### config.mk
export PLATFORM = sky130hd
export DESIGN_NAME = serial_add_ctrl
export DESIGN_NICKNAME = d
export VERILOG_FILES = /design/src/rtl/serial_add_ctrl.sv
export SDC_FILE = /design/constraint.sdc
export NUM_CORES = 1
export LEC_CHECK = 0
export ABC_AREA = 1
export BUFFER_PORTS_ARGS = -buffer_cell sky130_fd_sc_hd__buf_4
export CAP_MARGIN = 20
export CORE_MARGIN = 1.5
export CORE_UTILIZATION = 34
export DETAILED_ROUTE_END_ITERATION = 16
export GPL_TIMING_DRIVEN = 0
export SYNTH_ARGS = -nofsm -noshare
export SYNTH_HDL_FRONTEND = slang
export SYNTH_SLANG_ARGS = --single-unit
### constraint.sdc
create_clock -name clk -period 2.2 [get_ports clk]
set_clock_uncertainty 0.2 [all_clocks]
set_input_delay 0.44 -clock clk [delete_from_list [all_inputs] [get_ports clk]]
set_output_delay 0.44 -clock clk [all_outputs]
set_load 0.1 [all_outputs]
### src/rtl/serial_add_ctrl.sv
// Bit-serial add/subtract controller: one full-adder cell is stepped LSB first
// over WIDTH-bit operands, one bit per clock, with a start/done handshake.

// Single-bit structural full-adder cell reused on every bit time.
module serial_add_fa (
    input  logic a,
    input  logic b,
    input  logic ci,
    output logic s,
    output logic co
);
    logic ab_x;
    logic ab_a;
    logic xc_a;

    assign ab_x = a ^ b;
    assign ab_a = a & b;
    assign xc_a = ab_x & ci;
    assign s    = ab_x ^ ci;
    assign co   = ab_a | xc_a;
endmodule

// Handshake: start is a single-cycle request sampled only in IDLE; there is no
// back-pressure. Requests arriving in RUN or DONE are dropped, not queued.
// done pulses for one cycle and marks sum_out, c_out and overflow valid; those
// results then hold until the next operation completes or reset clears them.
module serial_add_ctrl #(
    parameter int WIDTH = 8
) (
    input  logic             clk,
    input  logic             rst,
    input  logic             start,
    input  logic             sub,
    input  logic [WIDTH-1:0] a_in,
    input  logic [WIDTH-1:0] b_in,
    output logic             busy,
    output logic             done,
    output logic [WIDTH-1:0] sum_out,
    output logic             c_out,
    output logic             overflow,
    output logic [1:0]       state_dbg
);
    localparam int CW = $clog2(WIDTH) + 1;
    localparam logic [CW-1:0] LAST_BIT = CW'(WIDTH - 1);

    typedef enum logic [1:0] {
        IDLE = 2'd0,
        RUN  = 2'd1,
        DONE = 2'd2
    } state_t;

    state_t           state;
    logic [WIDTH-1:0] a_sh;
    logic [WIDTH-1:0] b_sh;
    logic [WIDTH-1:0] res_sh;
    logic [CW-1:0]    cnt;
    logic             carry;

    logic             fa_s;
    logic             fa_co;
    logic             c_msb_in;
    logic             last_bit;
    logic [WIDTH-1:0] res_next;

    serial_add_fa u_fa (
        .a  (a_sh[0]),
        .b  (b_sh[0]),
        .ci (carry),
        .s  (fa_s),
        .co (fa_co)
    );

    // On the final bit the live carry is the carry into the MSB.
    assign c_msb_in  = carry;
    assign last_bit  = (cnt == LAST_BIT);
    assign res_next  = {fa_s, res_sh[WIDTH-1:1]};
    assign state_dbg = state;

    always_ff @(posedge clk or posedge rst) begin
        if (rst) begin
            state    <= IDLE;
            busy     <= 1'b0;
            done     <= 1'b0;
            sum_out  <= '0;
            c_out    <= 1'b0;
            overflow <= 1'b0;
            a_sh     <= '0;
            b_sh     <= '0;
            res_sh   <= '0;
            cnt      <= '0;
            carry    <= 1'b0;
        end else begin
            case (state)
                IDLE: begin
                    done <= 1'b0;
                    if (start) begin
                        // Subtraction is a + ~b + 1: invert B, seed carry with 1.
                        a_sh  <= a_in;
                        b_sh  <= sub ? ~b_in : b_in;
                        carry <= sub;
                        cnt   <= '0;
                        busy  <= 1'b1;
                        state <= RUN;
                    end
                end
                RUN: begin
                    res_sh <= res_next;
                    a_sh   <= {1'b0, a_sh[WIDTH-1:1]};
                    b_sh   <= {1'b0, b_sh[WIDTH-1:1]};
                    carry  <= fa_co;
                    cnt    <= cnt + 1'b1;
                    if (last_bit) begin
                        sum_out  <= res_next;
                        c_out    <= fa_co;
                        overflow <= c_msb_in ^ fa_co;
                        done     <= 1'b1;
                        state    <= DONE;
                    end
                end
                DONE: begin
                    done  <= 1'b0;
                    busy  <= 1'b0;
                    state <= IDLE;
                end
                default: begin
                    done  <= 1'b0;
                    busy  <= 1'b0;
                    state <= IDLE;
                end
            endcase
        end
    end
endmodule

# == Word level (Yosys, flattened, before mapping) ==
# Index checks and enable logic that the tools add are counted.
# Widths: inputs -> output; s select.
# word_totals
in_bits,20
regBits,43
out_inout_bits,14
elab_cells,46
# classes
mux,16
bitwise_logic,8
n_reduce_logical,6
eq_ne,4
n_addsub,1
# op_table
op,count
$pmux 8 s2,2
$mux 8,3
$not 8->8,1
$pmux 4 s2,1
$reduce_and 2->1,4
$add 4x1->4 const B,1
$eq 4x3->1 const B,1
$mux 1,4
$mux 2,2
$mux 4,1
$ne 2x2->1 const B,2
$pmux 1 s2,2
$pmux 2 s2,1
$xor 1x1->1,3
$and 1x1->1,2
$eq 2x1->1 const B,1
$logic_not 2->1,1
$reduce_bool 2->1,1
$not 1->1,1
$or 1x1->1,1

# == Depth between registers and ports, before layout ==
# Gate-level depths: netlist of run 1.
# depth
word_depth,4
depth_mapped,7
mapped_depth_nobuf,6

# == Hierarchy ==
# Synthesis of run 1 repeated with hierarchy kept, for this count alone.
# unflattened
cells_unflattened,239
area_unflattened_um2,1949.4
# by_module_without_submodules
mod,n_inst,seq_area_each_um2,cells_each,area_per_inst_um2
serial_add_ctrl,1,1051.0,238,1929.4
serial_add_fa,1,0.0,1,20.0

# == Least setup slack after synthesis of run 1 ==
# Ideal clock, no wire load.
# synth_path
path_kind,register -> register
start,register state[1] (netlist: state_dbg[1])
end,register sum_out[1]
path_stages_with_launch,7
setup_time_ns,0.122
synth_period_minus_slack_ns,1.854
setup_slack_ns,0.346
t_required_ns,1.878
path_buffers,1
arrival_time_ns,1.532
path_cell_list,dfrtp_1 > inv_2 > nand2_4 > inv_6 > buf_2 > nand3_1 > nand2_1
# synth_between
elab_chain_cells,2
# synth_rtl
item,line,text
from (decl),52,state_t state;
from (signal assigned),81,state <= IDLE;
from (signal assigned),103,state <= RUN;
from (signal assigned),117,state <= DONE;
$eq 2x1->1,93,case (state)
$reduce_and 2->1 (no line),--,
to (signal assigned),113,sum_out <= res_next;
to (decl),38,"output logic [WIDTH-1:0] sum_out,"
# No other way between the ends.
# A chain may end at the register's enable or synchronous reset.

# == Final worst setup path of run 1 ==
# layout_path
start,register state[0] (netlist: state_dbg[0])
end,output state_dbg[0]
# layout_rtl
item,line,text
to (decl),41,output logic [1:0] state_dbg
# No word-level cell between the ends.

==> reports/qor.txt, run 1 <==
Nets - 302
minimum clock period - 1656 ps
WL/cell - 11.60 µm
largest stage delay on the critical path - 410 ps
port buffer count - 32
Sw Ratio - 51.53%
Least-Margin Pin Slew - 286.8 ps
Final Hold Viols - 0
TritonCTS clock tree - done
crit-path cells - buf_4
Skew-Pair Late Insertion Delay - 290 ps
placed instance area - 2296 µm²
Initial Util - 35.33%
sequential power share - 35.5%
pwr dens - 1567 nW/µm²
CP max FO - 3
I/O pins - 34
Die ar. - 6185 µm²
core area - 5507 µm²
largest net degree at the start of global routing - 32
final core utilization - 43.31%
Starting DRT DRC Count - 118
register area share after synthesis - 54.02%
Net Sw Power - 1.926 mW
final setup violation count - 0
Vias/cell - 4.668
vias in the first global route - 1562
layout cells sized above 1 - 21.43%
Pins Over Slew Limit - 0
crit end category - primary output
Die Ht - 78.65 µm
final std cells w/o fill - 352
die width - 78.65 µm
gr usage total - 14.67%
WHS - 139.4 ps
CP top delay family - flip-flops
top post-synthesis cells by area - dfrtp_1 54%, nand2_1 20%, nand3_1 12%, inv_1 2.7%, buf_2 2.3%
Num CTS Buffers - 5
CTS Buffer Depth - 2
Post CTS Setup Buffer Count - 0
initial antenna violation count - 0
CP required - 1560 ps
Critical Path AT - 1020 ps
Yosys top cell area share - 54.02%
Final HPWL DP - 3.006 mm
area leader, netlist - dfrtp_1
Via Count - 1643
DRC viols - 0
P_leak - 1.296 nW
H-tree Lvls - 2
Setup CP Type - flop to primary output
gp weighted congestion - 0.7342
cells after synthesis - 239
total clock sinks - 42
Synth Net Count - 261
Clock Pin Slew Worst Setup and Hold Paths - 80 ps
first drt pass iteration count - 4
Post-Syn Area per Cell - 8.141 µm²
Int Power - 1.812 mW
clock network power share - 12.5%
max_cap viols - 0
Critical Path Source Type - flop
combinational share of power - 52.0%
Max Freq - 604.0 MHz
slowest CP cell - dfrtp_1
Final ANT Viol Nets - 0
cell count after placement - 344
run status - completed
Synth Warn # - 0
Layout area overhead - 22.57%
Synth cell types - 18
RSZ-0062 raised after global routing - no
WP buf/inv - 1
peak supply drop - 0.8201 mV
Final Cycle Share - 75.26%
Hold Crit Class - primary input to flop
Seq cells post-synth - 42
total grt overflow - 0
cts repair resizes - 0
# diodes - 0
Root Buffer Master - clkbuf_8
first-pass GRT wire length - 7.182 mm
synthesized area - 1946 µm²
Finished Cell Area - 2385 µm²
Slew HR - 80.85%
WL final - 4.082 mm
Placement Rows - 27
total chip power - 3.738 mW
## synth_stat cells, drive strengths merged
master	number
xnor2	1
nor2	5
nand4	1
ha	1
dfrtp	42
nand2	105
buf	12
inv	17
o21ai	6
fa	1
nand3	48
## worst reg2reg max path, cell delays in order (launching register included)
cell and delay (ps):
dfrtp_1 420, ha_1 210, nand2_2 80, nor2_4 140
nand2_2 70, buf_6 140, nand2_1 50, nand2_1 50
## cells by family (layout without fill, tap and decap cells)
logic type,Yosys count,count (layout),synth area share [%]
and+or+nand+nor,159,159,34.92
xor gates and xnor gates,1,1,0.4502
adders and majority gates,2,2,1.672
buffers and inverters,29,70,7.396
AOI/OAI and AO/OA,6,6,1.543
DFF,42,42,54.02
## routing by layer
metal / vias to the layer above / GRT usage (%) / share of wire, %
met3: 5 / 3.140 / 4.0
li1: 831 / - / -
met5: - / 0 / 0
met4: 0 / 4.286 / 1.3
met1: 770 / 20.13 / 50
met2: 37 / 23.28 / 45
## layout by cell type (no fill, tap or decap), drive strengths merged
cell,instances
fa,1
nor2,5
inv,17
o21ai,6
nand2,105
nand3,48
dlygate4sd3,1
ha,1
buf,45
clkbuf,5
nand4,1
dfrtp,42
clkinv,2
xnor2,1
## final timing paths
path | startpoint | cells past startpoint | to | slack (ps)
worst max-delay path | state_dbg[0] | 1 | state_dbg[0] | 540
worst min-delay path | a_in[7] | 3 | a_sh[7] | 140
worst max register to register | cnt[0] | 7 | sum_out[1] | 730
worst min register to register | sum_out[0] | 2 | sum_out[0] | 270
max in group asynchronous | rst | 4 | a_sh[0] | 900
min in group asynchronous | rst | 3 | sum_out[6] | 440
## sequential cells by signal, indices dropped and copies added, names as in the netlist
register,cells
a_sh,8
sum_out,8
b_sh,8
busy,1
done,1
overflow,1
state_dbg,2
cnt,4
c_msb_in,1
c_out,1
res_sh,7
## power by group through the flow
stage	logic, mW	registers (mW)	clock network (mW)
2_1_floorplan	0.728	2.11	0
3_3_place_gp	1.93	1.33	0
3_5_place_dp	1.96	1.34	0
4_1_cts	1.96	1.33	0.487
5_1_grt	2.12	1.38	0.520
6_report	1.94	1.33	0.466
## timing repair
| action | CTS | global route |
|---|---|---|
| endpoints found under the setup margin | 0 | 0 |
| hold endpoints to repair | 11 | 0 |
| hold buffers | 1 | 0 |
## final cells by class
cell class / instances / area (µm²)
well taps: 72 / 90.09
repair buffers: 34 / 270.3
inverters: 17 / 68.82
plain buffers: 12 / 75.07
flip-flops and latches: 42 / 1051
multi-input cells: 168 / 750.7
clock inverters: 2 / 10.01
clock buffers: 5 / 68.82
fillers: 571 / 3122
## through the flow
stage          TNS [ps]  setup slack (ps)
2_1_floorplan         0             345.6
3_3_place_gp      -2089            -51.96
3_5_place_dp          0             705.7
4_1_cts               0             530.0
5_1_grt               0             505.5
6_report              0             544.3
No activity file was read; power rests on OpenSTA's default activity.
==> run 2, diff against run 1 <==
Clock period 2.2 ns to 1.73 ns, I/O delays scaled along.
==> run 2 against run 1 <==
Effect of this change:
- hold slack worse by 110 ps
- critical path depth stayed put
- utilization is 0.27 points lower
- via count is 2.4% lower
- first-iteration DRC count is 34% lower
==> reports/qor.txt, run 2 (synthesized netlist as in run 1, its figures left out) <==
setup TNS - 0 ps (unchanged)
layout cells sized above 1 - 21.86% (was 21.43%)
WL/cell - 11.15 µm (was 11.60 µm)
Post CTS Setup Buffer Count - 0 (unchanged)
Hold Crit Class - primary input to async pin (was primary input to flop)
Least-Margin Pin Slew - 860.2 ps (was 286.8 ps)
Root Buffer Master - clkbuf_8 (unchanged)
R2R Path Start - c_msb_in (was cnt[0])
most common cell after layout, fill and taps aside - nand2_1 (unchanged)
Finished Cell Area - 2370 µm² (was 2385 µm²)
Skew-Pair Late Insertion Delay - 290 ps (about the same)
Num CTS Buffers - 5 (unchanged)
WL final - 3.912 mm (was 4.082 mm)
pwr dens - 2017 nW/µm² (was 1567 nW/µm²)
total chip power - 4.781 mW (was 3.738 mW)
CTS Buffer Depth - 2 (unchanged)
I/O pins - 34 (unchanged)
vias in the first global route - 1513 (was 1562)
Critical Path AT - 990 ps (was 1020 ps)
Starting DRT DRC Count - 78 (was 118)
CP max FO - 3 (unchanged)
depth of the most critical reg-to-reg path - 6 (was 7)
met3 Usage GRT - 3.256% (was 3.140%)
WP buf/inv - 1 (unchanged)
port buffer count - 32 (unchanged)
cell count after placement - 343 (was 344)
Int Power - 2.350 mW (was 1.812 mW)
Die ar. - 6185 µm² (unchanged)
core area - 5507 µm² (unchanged)
peak supply drop - 1.067 mV (was 0.8201 mV)
combinational share of power - 51.2% (was 52.0%)
largest stage delay on the critical path - 400 ps (was 410 ps)
Die Ht - 78.65 µm (unchanged)
# diodes - 0 (unchanged)
Slew HR - 42.57% (was 80.85%)
final setup violation count - 0 (unchanged)
Max Freq - 651.4 MHz
minimum clock period - 1535 ps
Initial Util - 35.33% (unchanged)
Pins Over Slew Limit - 0 (unchanged)
Via Count - 1603 (was 1643)
final core utilization - 43.04% (was 43.31%)
CP required - 1180 ps (was 1560 ps)
biggest regs - a_sh x8, b_sh x8, sum_out x8 (unchanged)
Layout area overhead - 21.80% (was 22.57%)
slowest CP cell - dfrtp_2 (was dfrtp_1)
initial antenna violation count - 0 (unchanged)
GR peak layer - met2 (unchanged)
CP top delay family - flip-flops (unchanged)
P_leak - 1.284 nW (was 1.296 nW)
# fillers - 580 (was 571)
Nets - 300 (was 302)
Setup CP Type - flop to primary output (unchanged)
FF-to-FF setup slack - 230 ps (was 730 ps)
gp weighted congestion - 0.7417 (was 0.7342)
Clock Pin Slew Worst Setup and Hold Paths - 80 ps (about the same)
Final Hold Viols - 0 (unchanged)
TritonCTS clock tree - done (unchanged)
grt met1 use - 20.04% (was 20.13%)
Net Sw Power - 2.431 mW (was 1.926 mW)
crit end category - primary output (unchanged)
RSZ-0062 raised after global routing - no (unchanged)
first-pass GRT wire length - 6.941 mm (was 7.182 mm)
Vias/cell - 4.567 (was 4.668)
final std cells w/o fill - 351 (was 352)
Placement Rows - 27 (unchanged)
total clock sinks - 42 (unchanged)
DRC viols - 0 (unchanged)
die width - 78.65 µm (unchanged)
cts repair resizes - 0 (unchanged)
total grt overflow - 0 (unchanged)
gr usage total - 14.27% (was 14.67%)
Final ANT Viol Nets - 0 (unchanged)
placed instance area - 2278 µm² (was 2296 µm²)
hold_buf cts - 0 (was 1)
sequential power share - 35.3% (was 35.5%)
Crit Reg-Reg Endpoint - overflow (was sum_out[1])
Critical Path Source Type - flop (unchanged)
Final Cycle Share - 88.73%
largest net degree at the start of global routing - 43 (was 32)
H-tree Lvls - 2 (unchanged)
most frequent cells in the layout - 102 x nand2_1, 48 x nand3_1, 40 x dfrtp_1 (was 102 x nand2_1, 48 x nand3_1, 42 x dfrtp_1)
max_cap viols - 0 (unchanged)
met2 Use GR - 21.29% (was 23.28%)
Sw Ratio - 50.85% (was 51.53%)
Final HPWL DP - 2.793 mm (was 3.006 mm)
run status - completed (unchanged)
crit-path cells - buf_4 (unchanged)
clock network power share - 13.5% (was 12.5%)
first drt pass iteration count - 4 (unchanged)
==> run 2: layout make-up <==
class	count	area, µm²	area share [%]
inverter	17	68.82	2.904
tap	72	90.09	3.801
buffer	12	75.07	3.168
multi-input combinational	168	750.7	31.68
clock buffer	7	86.33	3.643
clock inverter	1	5.005	0.2112
timing repair buffer	32	240.2	10.14
sequential	42	1054	44.46
==> run 2: routing by layer <==
layer | vias to the layer above | routed length (µm)
met3 | 6 | 182
met4 | 0 | 66
met2 | 38 | 1630
met5 | - | 0
met1 | 729 | 2032
li1 | 830 | -
==> run 2: how the worst max path moves through the flow <==
stage                             from           end  slack (ps)  cells after the start
after floorplan                    rst  state_dbg[0]         120                      1
after global placement             rst  state_dbg[0]        -510                      2
after detailed placement      c_msb_in      overflow         250                      6
after CTS                 state_dbg[0]  state_dbg[0]         180                      1
after global routing          c_msb_in      overflow         140                      6
final                     state_dbg[0]  state_dbg[0]         190                      1
==> run 2: stage by stage <==
step	hold slack, ps	setup slack [ps]
6_report	32.93	194.9
3_5_place_dp	263.8	252.8
4_1_cts	38.36	181.7
5_1_grt	57.29	141.5
3_3_place_gp	255.3	-515.0
2_1_floorplan	249.5	120.4
==> run 2: power groups by stage <==
stage	Clock [mW]	Combinational [mW]	Sequential, mW
final	0.647	2.45	1.69
after global routing	0.705	2.68	1.74
after CTS	0.674	2.47	1.69
after detailed placement	0	2.47	1.71
after global placement	0	2.44	1.70
after floorplan	0	0.926	2.68
